File: config.mk
export PLATFORM = sky130hd
export DESIGN_NAME = fwd_scoreboard
export DESIGN_NICKNAME = d
export VERILOG_FILES = /design/src/rtl/fwd_pkg.sv /design/src/rtl/fwd_src_select.sv /design/src/rtl/fwd_scoreboard.sv
export SDC_FILE = /design/constraint.sdc
export NUM_CORES = 1
export LEC_CHECK = 0
export CORE_MARGIN = 2
export CORE_UTILIZATION = 56
export CTS_CLUSTER_DIAMETER = 200
export DETAILED_ROUTE_END_ITERATION = 10
export PLACE_DENSITY = 0.88
export SLEW_MARGIN = 20
export SYNTH_ARGS = -nofsm -noshare
export SYNTH_HDL_FRONTEND = slang
export SYNTH_SLANG_ARGS = --single-unit
File: constraint.sdc
create_clock -name Clk -period 4.8 [get_ports Clk]
set_clock_uncertainty 0.05 [all_clocks]
set_input_delay 0.96 -clock Clk [delete_from_list [all_inputs] [get_ports Clk]]
set_output_delay 0.96 -clock Clk [all_outputs]
set_load 0.02 [all_outputs]
File: src/rtl/fwd_pkg.sv
// Shared types and constants for the forwarding/hazard scoreboard.
package fwd_pkg;

    // Widest register address an entry can hold; narrower addresses are zero-extended.
    localparam int unsigned DST_W_MAX = 8;

    localparam logic [DST_W_MAX-1:0] REG_ZERO   = '0;
    localparam int unsigned          FWD_SEL_RF = 0;

    typedef struct packed {
        logic                 valid;
        logic                 regWrite;
        logic                 isLoad;
        logic [DST_W_MAX-1:0] dst;
    } fwd_entry_t;

endpackage

File: src/rtl/fwd_src_select.sv
// Per-operand youngest-producer search: forward select or load-use hazard.
module fwd_src_select
    import fwd_pkg::*;
#(
    parameter int unsigned DEPTH    = 3,
    parameter int unsigned LOAD_LAT = 1,
    parameter int unsigned SEL_W    = 2
) (
    input  fwd_entry_t [DEPTH-1:0] entries,
    input  logic [DST_W_MAX-1:0]   src,
    input  logic                   used,
    output logic [SEL_W-1:0]       sel_c,
    output logic                   hazard_c
);

    // Scan oldest to youngest so the youngest match is the last one to write.
    always_comb begin
        sel_c    = SEL_W'(FWD_SEL_RF);
        hazard_c = 1'b0;
        for (int i = int'(DEPTH) - 1; i >= 0; i--) begin
            if (used && entries[i].valid && entries[i].regWrite &&
                entries[i].dst == src && entries[i].dst != REG_ZERO) begin
                if (!entries[i].isLoad || (i + 1) > int'(LOAD_LAT)) begin
                    sel_c    = SEL_W'(i + 1);
                    hazard_c = 1'b0;
                end else begin
                    sel_c    = SEL_W'(FWD_SEL_RF);
                    hazard_c = 1'b1;
                end
            end
        end
    end

endmodule

File: src/rtl/fwd_scoreboard.sv
// Forwarding and load-use hazard unit: in-flight destination tracker,
// per-operand bypass selects and a saturating stall counter.
module fwd_scoreboard
    import fwd_pkg::*;
#(
    parameter int unsigned REG_ADDR_W = 5,
    parameter int unsigned NUM_SRC    = 2,
    parameter int unsigned DEPTH      = 3,
    parameter int unsigned LOAD_LAT   = 1,
    parameter int unsigned SEL_W      = $clog2(DEPTH + 1),
    parameter int unsigned CNT_W      = 16
) (
    input  logic                          Clk,
    input  logic                          Rst,
    input  logic                          issue_valid,
    input  logic                          issue_regWrite,
    input  logic                          issue_isLoad,
    input  logic [REG_ADDR_W-1:0]         issue_dst,
    input  logic [NUM_SRC*REG_ADDR_W-1:0] src_addr,
    input  logic [NUM_SRC-1:0]            src_used,
    input  logic                          flush,
    input  logic                          stall_in,
    output logic [NUM_SRC*SEL_W-1:0]      fwd_sel,
    output logic                          stall,
    output logic [CNT_W-1:0]              stall_count
);

    if (REG_ADDR_W > DST_W_MAX) begin : g_bad_addr_w
        $error("REG_ADDR_W exceeds DST_W_MAX");
    end
    if ((1 << SEL_W) < DEPTH + 1) begin : g_bad_sel_w
        $error("SEL_W too narrow to encode DEPTH");
    end
    if (LOAD_LAT >= DEPTH) begin : g_bad_load_lat
        $error("LOAD_LAT must be below DEPTH");
    end

    fwd_entry_t [DEPTH-1:0] stage_q;
    fwd_entry_t [DEPTH-1:0] stage_d;
    fwd_entry_t             issue_entry;
    logic [NUM_SRC-1:0]     hazard;
    logic [CNT_W-1:0]       cnt_q;

    for (genvar i = 0; i < NUM_SRC; i++) begin : g_src
        fwd_src_select #(
            .DEPTH    (DEPTH),
            .LOAD_LAT (LOAD_LAT),
            .SEL_W    (SEL_W)
        ) u_sel (
            .entries  (stage_q),
            .src      (DST_W_MAX'(src_addr[i*REG_ADDR_W +: REG_ADDR_W])),
            .used     (src_used[i]),
            .sel_c    (fwd_sel[i*SEL_W +: SEL_W]),
            .hazard_c (hazard[i])
        );
    end

    assign stall       = issue_valid && !flush && (|hazard);
    assign stall_count = cnt_q;

    // A stalled or flushed decode slot becomes a bubble.
    always_comb begin
        issue_entry = '0;
        if (issue_valid && !stall && !flush) begin
            issue_entry.valid    = 1'b1;
            issue_entry.regWrite = issue_regWrite;
            issue_entry.isLoad   = issue_isLoad;
            issue_entry.dst      = DST_W_MAX'(issue_dst);
        end
    end

    // Shift unless frozen; a flushed stage-1 entry never advances to stage 2.
    always_comb begin
        stage_d = stage_q;
        if (!stall_in) begin
            for (int k = int'(DEPTH) - 1; k >= 1; k--) begin
                if (k == 1 && flush) begin
                    stage_d[k] = '0;
                end else begin
                    stage_d[k] = stage_q[k-1];
                end
            end
            stage_d[0] = issue_entry;
        end else if (flush) begin
            stage_d[0] = '0;
        end
    end

    always_ff @(posedge Clk or posedge Rst) begin
        if (Rst) begin
            stage_q <= '0;
        end else begin
            stage_q <= stage_d;
        end
    end

    // Saturating count of load-use stall cycles.
    always_ff @(posedge Clk or posedge Rst) begin
        if (Rst) begin
            cnt_q <= '0;
        end else if (stall && cnt_q != '1) begin
            cnt_q <= cnt_q + CNT_W'(1);
        end
    end

endmodule
==> metrics <==
status complete, no violations; first-pass GRT wire length approximately 9400 µm; CTS tree built; initial antenna violation count 0; Num Clock Sinks 47; die area 5040 µm²; worst path cell trace clkdlybuf4s50_1, xor2_1, nor4_1, and3_2, and2_1, mux2i_1, clkdlybuf4s50_1; setup TNS 0 ns; Clock Tree Buf Depth 2; primary flip-flop cell chosen by synthesis mapping dfrtp_1; critical path endpoint category output port; ys async rst share 100%; Rows 24; LEAKAGE between 0.001 and 0.0015 µW; Worst EP required around 3.8 ns; max-cap violation count 0; Antenna Cells 0; Worst Path Buf+Inv 2; 1st-pass router iterations 4; Overall Global Routing Usage 24.0%; Worst Hold Class reg -> reg; clk slew on worst S/H paths about 0.090 ns; Detail Placement HPWL around 4100 µm; CTS resizes 0; Rel. slew slack between 50 and 60%; min Tclk post-route between 4 and 5 ns; WL per Instance 16.4 µm; final WL between 5000 and 6000 µm; final hold violations 0; DIE WIDTH between 70 and 80 µm; Post-Synthesis Cells between 200 and 250; crit-path leading delay family buffers and inverters; post-route ant nets 0; Seq/Total Area, Yosys around 47%; synthesized area 2510 µm²; worst skew pair latency around 0.30 ns; R2R Setup Slk ~2.6 ns; maximum VDD drop between 0.15 and 0.2 mV; TritonCTS Buffers 5; Synth Area per Inst ~10 µm²; Worst R2R Path Depth 6; # port buffers 44; Crit-path slowest cell clkdlybuf4s50_1; FMAX 0.231 GHz; Critical Path Fanout Max 4; gpl congestion 0.944; vias in the first global route 1955; GRT overflow 0; syn nets 266; final period utilization about nine tenths; setup violators final 0; core box area around 4400 µm²; worst r2r dst stall_count[11]; Initial DRC Count 100; Post-synth EDFFs 0; Worst Hold End stall_count[13]; Yosys reg bits 47; Slew Limit Fails 0; area grow syn2layout 24.5%; cts hold-fix bufs 0; ratio of cells with drive above 1 in the final layout 11.1%; type of origin of the critical path input port; DRC 0; min-delay src stall_count[13]; Vias a little under 2000; PwrDens roughly 260 nW/µm²; setup bufs post-CTS 0; Synth warnings 0; worst slew pin tran between 0.6 and 0.7 ns; Clock Tree Root clkbuf_8; Cell variety after synth 37; total power 828 µW; # nets final 312; die height around 71 µm; worst reg2reg path startpoint stage_q[3]; I/O pin count 45; CP Depth 7; critical path's largest stage delay 0.63 ns; Initial Utilization around 58%; H-tree levels 2; CP Data Arrival Time 3.32 ns; most frequent CP cell clkdlybuf4s50_1; largest net degree at the start of global routing 48; Hold Path Stages 1; RSZ-0062 raised after global routing no; Setup CP Type in -> out; Via density around 5.8
-- placed cells by master, fill, tap and decap left out, drive strengths merged, types with 11 or more instances in the layout --
cell type,instances
clkdlybuf4s50,44
dfrtp,47
mux2,11
nand2,24
nand2b,11
xnor2,17
xor2,28
o21ai,13
nor3,12
nor2,12
-- how the worst max path moves through the flow --
| stage | end | from | slack [ns] |
|---|---|---|---|
| finish | fwd_sel[0] | src_addr[3] | 0.47 |
| global route | fwd_sel[0] | src_addr[3] | 0.41 |
| CTS | fwd_sel[0] | src_addr[3] | 0.47 |
| detailed placement | fwd_sel[0] | src_addr[3] | 0.48 |
| global placement | fwd_sel[0] | src_addr[3] | 0.62 |
| floorplan | fwd_sel[2] | src_addr[9] | 1.60 |
-- power breakdown --
group	internal, µW	switching [µW]	leakage (µW)
logic	39.2	35.0	0.000693
registers	402	10.9	0.000641
clock network	208	132	0.0000654
total	650	178	0.00140
-- registers in the layout (all words and copies together), names as in the netlist --
name	count
stage_q	31
stall_count	16
-- metal layers --
metal	vias to the layer above	share of wire [%]	global-route usage (%)
met5	-	0	0
met4	0	2.4	8.81
met3	14	5.8	5.70
met2	67	50	39.5
met1	973	41	31.2
li1	917	-	-
-- area by class of cell --
class	count	area (µm²)
clock buffers	6	72.6
fillers	327	1220
inverters	5	18.8
well taps	52	65.1
flip-flops and latches	47	1180
multi-input cells	182	1280
repair buffers	46	455
clock inverters	2	60.1
-- synthesized netlist by cell type, types with 3 or more instances --
library cell   n  area, µm²
or4_1          3       22.5
a22o_1         6       52.6
nor4_1         7       43.8
dfrtp_1       47       1180
mux2_2        10        113
nor2_1        12       45.0
nand2_1       24       90.1
nand2b_1      11       68.8
o21ai_0       13       65.1
nand4_1        3       18.8
nor3_2         4       40.0
clkbuf_1       4       15.0
xor2_1        28        245
and2_1         6       37.5
nor3_1         8       40.0
nand3_1        9       45.0
inv_1          5       18.8
xnor2_1       17        149
-- cell families after synthesis --
group / count (synthesis) / synth area share [%]
and+or+nand+nor: 97 / 21.0
DFF: 47 / 46.8
AOI/OAI and AO/OA: 26 / 8.06
buffers and inverters: 12 / 2.24
xor gates and xnor gates: 45 / 15.7
muxes: 13 / 5.72
adders and majority gates: 1 / 0.497
-- per-stage QoR --
step	util (%)	std cells	setup slack [ns]	area [µm²]	hold slack, ns
finish	71.9	340	0.471	3130	0.457
global route	71.9	340	0.409	3130	0.475
CTS	71.9	340	0.466	3130	0.460
detailed placement	68.9	332	0.480	3000	0.444
global placement	68.9	332	0.619	3000	0.432
floorplan	-	241	1.60	2510	0.414
(Power assumes the default switching activity.)
